File: src/rtl/dzcpu_useq_if.sv
// Bus bundle between the dzcpu micro-op sequencer and its neighbours:
// fetch path, opcode/CB LUTs, micro-op ROM and the execute datapath.
interface dzcpu_useq_if;
  logic [7:0]  iMemData;
  logic        iMemValid;
  logic        iStall;
  logic        iFlagZ;
  logic [7:0]  oMop;
  logic [7:0]  iLutIdx;
  logic [7:0]  iCbLutIdx;
  logic [7:0]  oUopAddr;
  logic [12:0] iUop;
  logic        oUopValid;
  logic        oIncPc;
  logic        oFlagUpdate;
  logic        oEof;
  logic        oHang;

  // Sequencer side
  modport slave (
    input  iMemData, iMemValid, iStall, iFlagZ, iLutIdx, iCbLutIdx, iUop,
    output oMop, oUopAddr, oUopValid, oIncPc, oFlagUpdate, oEof, oHang
  );

  // Environment side (fetch, LUTs, ROM, datapath)
  modport master (
    output iMemData, iMemValid, iStall, iFlagZ, iLutIdx, iCbLutIdx, iUop,
    input  oMop, oUopAddr, oUopValid, oIncPc, oFlagUpdate, oEof, oHang
  );
endinterface

File: src/rtl/dzcpu_useq.sv
// dzcpu micro-op sequencer: latches an opcode (or CB byte), dispatches through
// the main or CB LUT and walks the micro-op ROM until an end-of-flow code.
// Optional watchdog enabled by defining DZCPU_USEQ_WDOG_EN; without it oHang is 0.
module dzcpu_useq #(
  parameter logic [4:0] P_JCB_OP     = 5'd22,
  parameter int         P_WDOG_LIMIT = 32
) (
  input  logic         iClock,
  input  logic         iReset,
  dzcpu_useq_if.slave  bus_io
);

  typedef enum logic [2:0] {
    S_FETCH  = 3'd0,
    S_DECODE = 3'd1,
    S_RUN    = 3'd2,
    S_CBWAIT = 3'd3,
    S_CBDEC  = 3'd4
  } state_t;

  state_t     state_q, state_d;
  logic [7:0] mop_q, mop_d;
  logic [7:0] addr_q, addr_d;

  logic [2:0] flow;
  logic [4:0] uop_op;
  logic       run_act;
  logic       uop_inc;
  logic       uop_fu;
  logic       uop_eof;

`ifdef DZCPU_USEQ_WDOG_EN
  localparam int CntW = $clog2(P_WDOG_LIMIT + 1);
  logic [CntW-1:0] wdog_q, wdog_d;
  logic            hang_q, hang_d;
`endif

  assign flow    = bus_io.iUop[12:10];
  assign uop_op  = bus_io.iUop[9:5];
  assign run_act = (state_q == S_RUN) && !bus_io.iStall;

  // Flow-code decode: inc/fu/eof classes; inc_eof_z ends the flow only on Z
  always_comb begin
    uop_inc = 1'b0;
    uop_fu  = 1'b0;
    uop_eof = 1'b0;
    case (flow)
      3'd1: uop_inc = 1'b1;
      3'd2: uop_eof = 1'b1;
      3'd3: begin uop_inc = 1'b1; uop_eof = 1'b1; end
      3'd4: begin uop_fu  = 1'b1; uop_eof = 1'b1; end
      3'd5: begin uop_inc = 1'b1; uop_fu  = 1'b1; uop_eof = 1'b1; end
      3'd6: begin uop_inc = 1'b1; uop_eof = bus_io.iFlagZ; end
      default: ;
    endcase
  end

  // Next-state, opcode latch and ROM address sequencing; a stall freezes all
  always_comb begin
    state_d = state_q;
    mop_d   = mop_q;
    addr_d  = addr_q;
`ifdef DZCPU_USEQ_WDOG_EN
    wdog_d  = wdog_q;
    hang_d  = hang_q;
`endif
    if (!bus_io.iStall) begin
      case (state_q)
        S_FETCH: begin
          if (bus_io.iMemValid) begin
            mop_d   = bus_io.iMemData;
            state_d = S_DECODE;
          end
        end
        S_DECODE: begin
          addr_d  = bus_io.iLutIdx;
          state_d = S_RUN;
`ifdef DZCPU_USEQ_WDOG_EN
          wdog_d  = '0;
`endif
        end
        S_RUN: begin
          // eof beats a jcb dispatch carried by the same word
          if (uop_eof) begin
            state_d = S_FETCH;
          end else if (uop_op == P_JCB_OP) begin
            state_d = S_CBWAIT;
          end else begin
            addr_d = addr_q + 8'd1;
          end
`ifdef DZCPU_USEQ_WDOG_EN
          wdog_d = wdog_q + 1'b1;
          if (!uop_eof && (int'(wdog_q) + 1 >= P_WDOG_LIMIT)) begin
            hang_d  = 1'b1;
            state_d = S_FETCH;
          end
`endif
        end
        S_CBWAIT: begin
          if (bus_io.iMemValid) begin
            mop_d   = bus_io.iMemData;
            state_d = S_CBDEC;
          end
        end
        S_CBDEC: begin
          addr_d  = bus_io.iCbLutIdx;
          state_d = S_RUN;
`ifdef DZCPU_USEQ_WDOG_EN
          wdog_d  = '0;
`endif
        end
        default: state_d = S_FETCH;
      endcase
    end
  end

  // State register with synchronous reset taking priority over stall
  always_ff @(posedge iClock) begin
    if (iReset) begin
      state_q <= S_FETCH;
      mop_q   <= 8'd0;
      addr_q  <= 8'd0;
`ifdef DZCPU_USEQ_WDOG_EN
      wdog_q  <= '0;
      hang_q  <= 1'b0;
`endif
    end else begin
      state_q <= state_d;
      mop_q   <= mop_d;
      addr_q  <= addr_d;
`ifdef DZCPU_USEQ_WDOG_EN
      wdog_q  <= wdog_d;
      hang_q  <= hang_d;
`endif
    end
  end

  assign bus_io.oMop        = mop_q;
  assign bus_io.oUopAddr    = addr_q;
  assign bus_io.oUopValid   = run_act;
  assign bus_io.oIncPc      = run_act & uop_inc;
  assign bus_io.oFlagUpdate = run_act & uop_fu;
  assign bus_io.oEof        = run_act & uop_eof;
`ifdef DZCPU_USEQ_WDOG_EN
  assign bus_io.oHang       = hang_q;
`else
  assign bus_io.oHang       = 1'b0;
`endif

endmodule
File: src/flat_wrapper.sv
// flat-port wrapper written by rule: the top's interface ports become plain ports
module dzcpu_useq_flat 
#(
  parameter logic [4:0] P_JCB_OP     = 5'd22,
  parameter int         P_WDOG_LIMIT = 32
)
  (iClock, iReset, bus_io_iMemData, bus_io_iMemValid, bus_io_iStall, bus_io_iFlagZ, bus_io_iLutIdx, bus_io_iCbLutIdx, bus_io_iUop, bus_io_oMop, bus_io_oUopAddr, bus_io_oUopValid, bus_io_oIncPc, bus_io_oFlagUpdate, bus_io_oEof, bus_io_oHang);
  dzcpu_useq_if bus_io_i ();
  input  logic iClock;
  input  logic iReset;
  input wire logic [$bits(bus_io_i.iMemData)-1:0] bus_io_iMemData;
  input wire logic [$bits(bus_io_i.iMemValid)-1:0] bus_io_iMemValid;
  input wire logic [$bits(bus_io_i.iStall)-1:0] bus_io_iStall;
  input wire logic [$bits(bus_io_i.iFlagZ)-1:0] bus_io_iFlagZ;
  input wire logic [$bits(bus_io_i.iLutIdx)-1:0] bus_io_iLutIdx;
  input wire logic [$bits(bus_io_i.iCbLutIdx)-1:0] bus_io_iCbLutIdx;
  input wire logic [$bits(bus_io_i.iUop)-1:0] bus_io_iUop;
  output wire logic [$bits(bus_io_i.oMop)-1:0] bus_io_oMop;
  output wire logic [$bits(bus_io_i.oUopAddr)-1:0] bus_io_oUopAddr;
  output wire logic [$bits(bus_io_i.oUopValid)-1:0] bus_io_oUopValid;
  output wire logic [$bits(bus_io_i.oIncPc)-1:0] bus_io_oIncPc;
  output wire logic [$bits(bus_io_i.oFlagUpdate)-1:0] bus_io_oFlagUpdate;
  output wire logic [$bits(bus_io_i.oEof)-1:0] bus_io_oEof;
  output wire logic [$bits(bus_io_i.oHang)-1:0] bus_io_oHang;
  assign bus_io_i.iMemData = bus_io_iMemData;
  assign bus_io_i.iMemValid = bus_io_iMemValid;
  assign bus_io_i.iStall = bus_io_iStall;
  assign bus_io_i.iFlagZ = bus_io_iFlagZ;
  assign bus_io_i.iLutIdx = bus_io_iLutIdx;
  assign bus_io_i.iCbLutIdx = bus_io_iCbLutIdx;
  assign bus_io_i.iUop = bus_io_iUop;
  assign bus_io_oMop = bus_io_i.oMop;
  assign bus_io_oUopAddr = bus_io_i.oUopAddr;
  assign bus_io_oUopValid = bus_io_i.oUopValid;
  assign bus_io_oIncPc = bus_io_i.oIncPc;
  assign bus_io_oFlagUpdate = bus_io_i.oFlagUpdate;
  assign bus_io_oEof = bus_io_i.oEof;
  assign bus_io_oHang = bus_io_i.oHang;
  dzcpu_useq #(.P_JCB_OP(P_JCB_OP), .P_WDOG_LIMIT(P_WDOG_LIMIT)) u_core (.iClock(iClock), .iReset(iReset), .bus_io(bus_io_i));
endmodule
File: config.mk
export PLATFORM = sky130hd
export DESIGN_NAME = dzcpu_useq_flat
export DESIGN_NICKNAME = d
export VERILOG_FILES = /design/src/rtl/dzcpu_useq_if.sv /design/src/rtl/dzcpu_useq.sv /design/src/flat_wrapper.sv
export SDC_FILE = /design/constraint.sdc
export NUM_CORES = 1
export LEC_CHECK = 0
export ABC_AREA = 1
export CORE_MARGIN = 2
export CORE_UTILIZATION = 35
export DETAILED_ROUTE_END_ITERATION = 16
export PLACE_DENSITY = 0.73
export SLEW_MARGIN = 20
export SYNTH_ARGS = -nofsm -noshare
export SYNTH_HDL_FRONTEND = slang
export SYNTH_SLANG_ARGS = --single-unit
File: constraint.sdc
create_clock -name iClock -period 1.28 [get_ports iClock]
set_clock_uncertainty 0.2 [all_clocks]
set_input_delay 0.256 -clock iClock [delete_from_list [all_inputs] [get_ports iClock]]
set_output_delay 0.256 -clock iClock [all_outputs]
set_load 0.05 [all_outputs]
# Word-level counts from Yosys, hierarchy flattened
# Index checks and enable logic that the tools add are counted.
dict set report op_classes {
  addsub 1
  mul 0
  n_div 0
  order_cmp 0
  eq_ne 16
  n_shift 0
  n_mux 11
  bitwise_logic 4
  reduce_logical 12
}
# operator count
set ops {}
lappend ops {{one-hot mux 8 bit (3 select lines)} 1}
lappend ops {{two-way mux 8 bit} 2}
lappend ops {{== test 3 x 2 -> 1 bit, second input constant} 4}
lappend ops {{== test 3 bit, second input constant} 4}
lappend ops {{two-way mux 3 bit} 4}
lappend ops {{one-hot mux 3 bit (4 select lines)} 1}
lappend ops {{adder 8 x 1 -> 8 bit, second input constant} 1}
lappend ops {{!= test 2 bit, second input constant} 4}
lappend ops {{AND reduction 4 bit} 2}
lappend ops {{OR reduction 4 bit} 2}
lappend ops {{== test 3 x 1 -> 1 bit, second input constant} 2}
lappend ops {{OR reduction 2 bit} 3}
lappend ops {{== test 5 bit, second input constant} 1}
lappend ops {{bitwise AND 1 bit} 3}
lappend ops {{zero test 3 bit} 1}
lappend ops {{!= test 3 x 2 -> 1 bit, second input constant} 1}
lappend ops {{AND reduction 3 bit} 1}
lappend ops {{nonzero test 3 bit} 1}
lappend ops {{two-way mux 1 bit} 2}
lappend ops {{one-hot mux 1 bit (2 select lines)} 1}
lappend ops {{logical AND 1 bit} 1}
lappend ops {{zero test 1 bit} 1}
lappend ops {{inverter 1 bit} 1}
dict set report totals {
  ff_bits 19
  latchBits 0
  mem_bits_rw 0
  rom_bits 0
  memories 0
}

# Logic depth before layout (Yosys ltp)
dict set report depth {
  depth_word 5
  ltp_mapped 10
  depth_no_buf 10
}

# Worst setup path after synthesis
# No wires, ideal clock.
dict set report synth_timing {
  path_kind {register to output}
  start {register u_core.state_q[1]}
  end {output port bus_io_oIncPc}
  arrival_time_ps 2570
  required_ps 824
  setup_slack_ps -1746
  path_stages_with_launch 7
  n_path_buf 0
  cell_sequence {dfxtp_1 -> inv_2 -> nor2_2 -> nand2_2 -> nor2_1 -> inv_1 -> nor3_1}
}
dict set report synth_via {
  elab_chain_len 3
}
# element line_no
set synth_lines {}
lappend synth_lines {{from (decl)} dzcpu_useq.sv:21} ;# state_t state_q, state_d;
lappend synth_lines {{from (signal assigned)} dzcpu_useq.sv:128} ;# state_q <= state_d;
lappend synth_lines {{== test 3 x 2 -> 1 bit} dzcpu_useq.sv:40} ;# assign run_act = (state_q == S_RUN) && !bus_io.iStall;
lappend synth_lines {{logical AND 1 bit} dzcpu_useq.sv:40}
lappend synth_lines {{named net bus_io_oUopValid} flat_wrapper.sv:20} ;# output wire logic [$bits(bus_io_i.oUopValid)-1:0] bus_io_oUopValid;
lappend synth_lines {{bitwise AND 1 bit} dzcpu_useq.sv:141} ;# assign bus_io.oIncPc = run_act & uop_inc;
lappend synth_lines {{to (decl)} flat_wrapper.sv:21} ;# output wire logic [$bits(bus_io_i.oIncPc)-1:0] bus_io_oIncPc;
# The timed path passes the listed nets, and every way through them passes these cells.

# Worst setup path in the final report
dict set report layout_timing {
  start {register u_core.state_q[1]}
  end {output port bus_io_oIncPc}
}
dict set report layout_via {
  elab_chain_len 3
}
# element line_no
set layout_lines {}
lappend layout_lines {{== test 3 x 2 -> 1 bit} dzcpu_useq.sv:40}
lappend layout_lines {{logical AND 1 bit} dzcpu_useq.sv:40}
lappend layout_lines {{bitwise AND 1 bit} dzcpu_useq.sv:141}
# No other way between the ends.

==> results.tsv <==
metric	value	unit
crit path launch type	flop	
hold crit path type	flop to flop	
Final min period	1.79	ns
Switch Pwr	1250	uW
synth warn	0	
final setup fails	30	
synthesized instance count	223	
via count of the first global-routing pass	1688	
DP Cell Count	350	
clock buffer depth	2	
setup_tns	-7.97	ns
Seq pwr share	0.257	
drt first pass iters	4	
placed cell areas	2390	um2
ANT cells	0	
Max FO, Critical Path	3	
cts bufs inserted	3	
Initial Util	0.361	
Primary FF master, synth	dfxtp_1	
grt total ovfl	0	
clock-pin slew on the worst setup and hold paths	0.07	ns
die height	65.2	um
drt wl/cell	12.9	um
# nets final	365	
asr flop ratio synth	0	
Mean Syn Cell Area	5.88	um2
max-slew violation count	0	
Internal	1780	uW
H-Tree Depth	1	
Die X	65.2	um
clk root buf	clkbuf_8	
cts hold-fix bufs	0	
Final Non-Filler Cells	369	
number of synthesized flops with an enable pin	0	
WP data required	0.82	ns
Core ar.	3630	um2
Synth top area share	0.290	
largest net degree at the start of global routing	12	
cell area after synthesis	1310	um2
Hold Worst Slack	0.308	ns
Buffers on Ports	56	
Synth Area in XOR/XNOR	0	
Clk pwr share	0.139	
Synthesized Nets	266	
Placer Congestion	0.795	
Final HPWL DP	3.13	mm
status	finished, violations left	
switch share	0.412	
final hold vios	0	
layout cells sized above 1	0.461	
WP data arrival	1.33	ns
DR vias/cell	4.67	
Area growth syn-to-layout	114	%
Distinct cells, synth	22	
Hold Path Depth	2	
Post-Route WL	4.75	mm
Reg2Reg Depth	11	
design area	2810	um2
total track usage	0.224	
Crit. End Element	primary output	
Fillers	261	
DRC Markers	0	
Vias	1725	
most frequent cell after synthesis	nand2_1	
post-synth top area cell	dfxtp_1	
max_cap viols	0	
total power	3030	uW
worst ir drop on vdd	1.01	mV
FP Rows	22	
CTS tree	built	
synthesized flop and latch total	19	
Commonest cells post-synth	nand2_1 (67), nor2_1 (53), inv_1 (22), dfxtp_1 (19), nand3_1 (17)	
Sink Count	19	
Static Leak	0.00128	uW
PwrDens	1080	nW/um2
Final Worst Setup Slack	-0.505	ns
Adder-Cell Fraction of Synth Area	0.00954	
drt initial violations	57	
first-pass GRT wire length	7.53	mm
worst skew pair latency	0.26	ns
Antenna Violating Nets Remaining	0	
number of antenna violations at the first check in global routing	0	
mux contribution to synthesized area	0	
Max Freq	560	MHz
area fraction in compound gates after synthesis	0.0754	
register area share after synthesis	0.290	
synth top area cells	dfxtp_1 (29%), nand2_1 (19%), nor2_1 (15%)	
largest family of logic cells by synthesized area	simple AND/OR/NAND/NOR gates	
io pins	63	
final worst-path cycle share	1.39	
failing checks	negative setup slack	
die area	4250	um2
combinational power share	0.603	
unrepaired setup endpoints after global routing	true	
simple-gate share of the synthesized area	0.531	
CP Class	flop to primary output	
[power by group through the flow]
| stage | registers, uW | logic [uW] | clock network (uW) |
|---|---|---|---|
| global route | 792 | 1940 | 448 |
| finish | 780 | 1830 | 423 |
| global placement | 776 | 1440 | 0 |
| detailed placement | 780 | 1460 | 0 |
| CTS | 775 | 1680 | 434 |
| floorplan | 1000 | 543 | 0 |
[final timing paths]
check / slack [ns] / to / start
hold reg to reg: 0.31 / u_core.bus_io.oMop[0] / u_core.bus_io.oMop[0]
setup / recovery: -0.51 / bus_io_oIncPc / u_core.state_q[1]
setup reg to reg: -0.41 / u_core.bus_io.oUopAddr[7] / u_core.state_q[2]
hold / removal: 0.31 / u_core.bus_io.oMop[0] / u_core.bus_io.oMop[0]
[final cells by class]
type / instances / area [um2] / area share
inverter: 25 / 104 / 0.0370
timing repair buffer: 95 / 1100 / 0.390
clock inverter: 1 / 5.00 / 0.00178
clock buffer: 3 / 41.3 / 0.0147
sequential: 19 / 417 / 0.148
tap: 48 / 60.1 / 0.0214
multi-input combinational: 178 / 1090 / 0.386
[cells by family (layout without fill, tap and decap cells)]
kind of cell	Yosys count	after routing
simple gates	157	159
buf+inv	28	124
flops	19	19
compound gates	17	17
fa+ha+maj	1	1
other cells	1	1
[flip-flops by register name, summed over array words and instances (netlist names)]
signal and flops:
u_core.bus_io.oMop 8, u_core.bus_io.oUopAddr 8, u_core.state_q 3
[routing by layer]
metal	share of wire	wire, um	vias to the layer above	GRT usage
li1	-	-	885	-
met1	0.38	1810	784	0.225
met4	0.0061	29	0	0.0339
met2	0.56	2650	52	0.463
met5	0	0	-	0
met3	0.052	247	4	0.0531
[cells in the final DEF (no fill, tap or decap), types with 2 or more instances in the layout]
cell / count
clkbuf_8: 3
dfxtp_4: 7
or2_4: 2
nand2_2: 16
o21ai_2: 7
a21oi_1: 3
inv_4: 2
buf_6: 12
inv_2: 4
nor2_4: 8
buf_4: 27
dlygate4sd2_1: 3
nand2_4: 9
o21ai_0: 2
nor2_1: 42
nand3_1: 12
dfxtp_1: 4
clkdlybuf4s50_1: 32
inv_1: 18
nor2_2: 7
nand3_2: 3
o21ai_1: 2
buf_12: 20
nand2_1: 52
nand3_4: 5
dfxtp_2: 8
[metrics by stage]
stage | worst slack (ns) | util
CTS | -0.480 | 0.735
finish | -0.505 | 0.773
detailed placement | -0.675 | 0.658
global route | -0.565 | 0.773
floorplan | -0.711 | -
global placement | -0.584 | 0.658
[timing repair]
action                     4_1_cts  5_1_grt
resized for setup               56       30
setup endpoints to repair       30       35
setup buffers                    8        7
pin swaps                       25       17
gates cloned                     2        0
[critical path, cell delays in order, from the launching register on]
cell and delay (ns):
dfxtp_2 0.33, inv_2 0.05, nor2_4 0.09, nand2_2 0.09
nor2_4 0.14, inv_4 0.06, nor3_4 0.14, buf_12 0.16
Note: power is estimated with default switching activity, not from simulation.
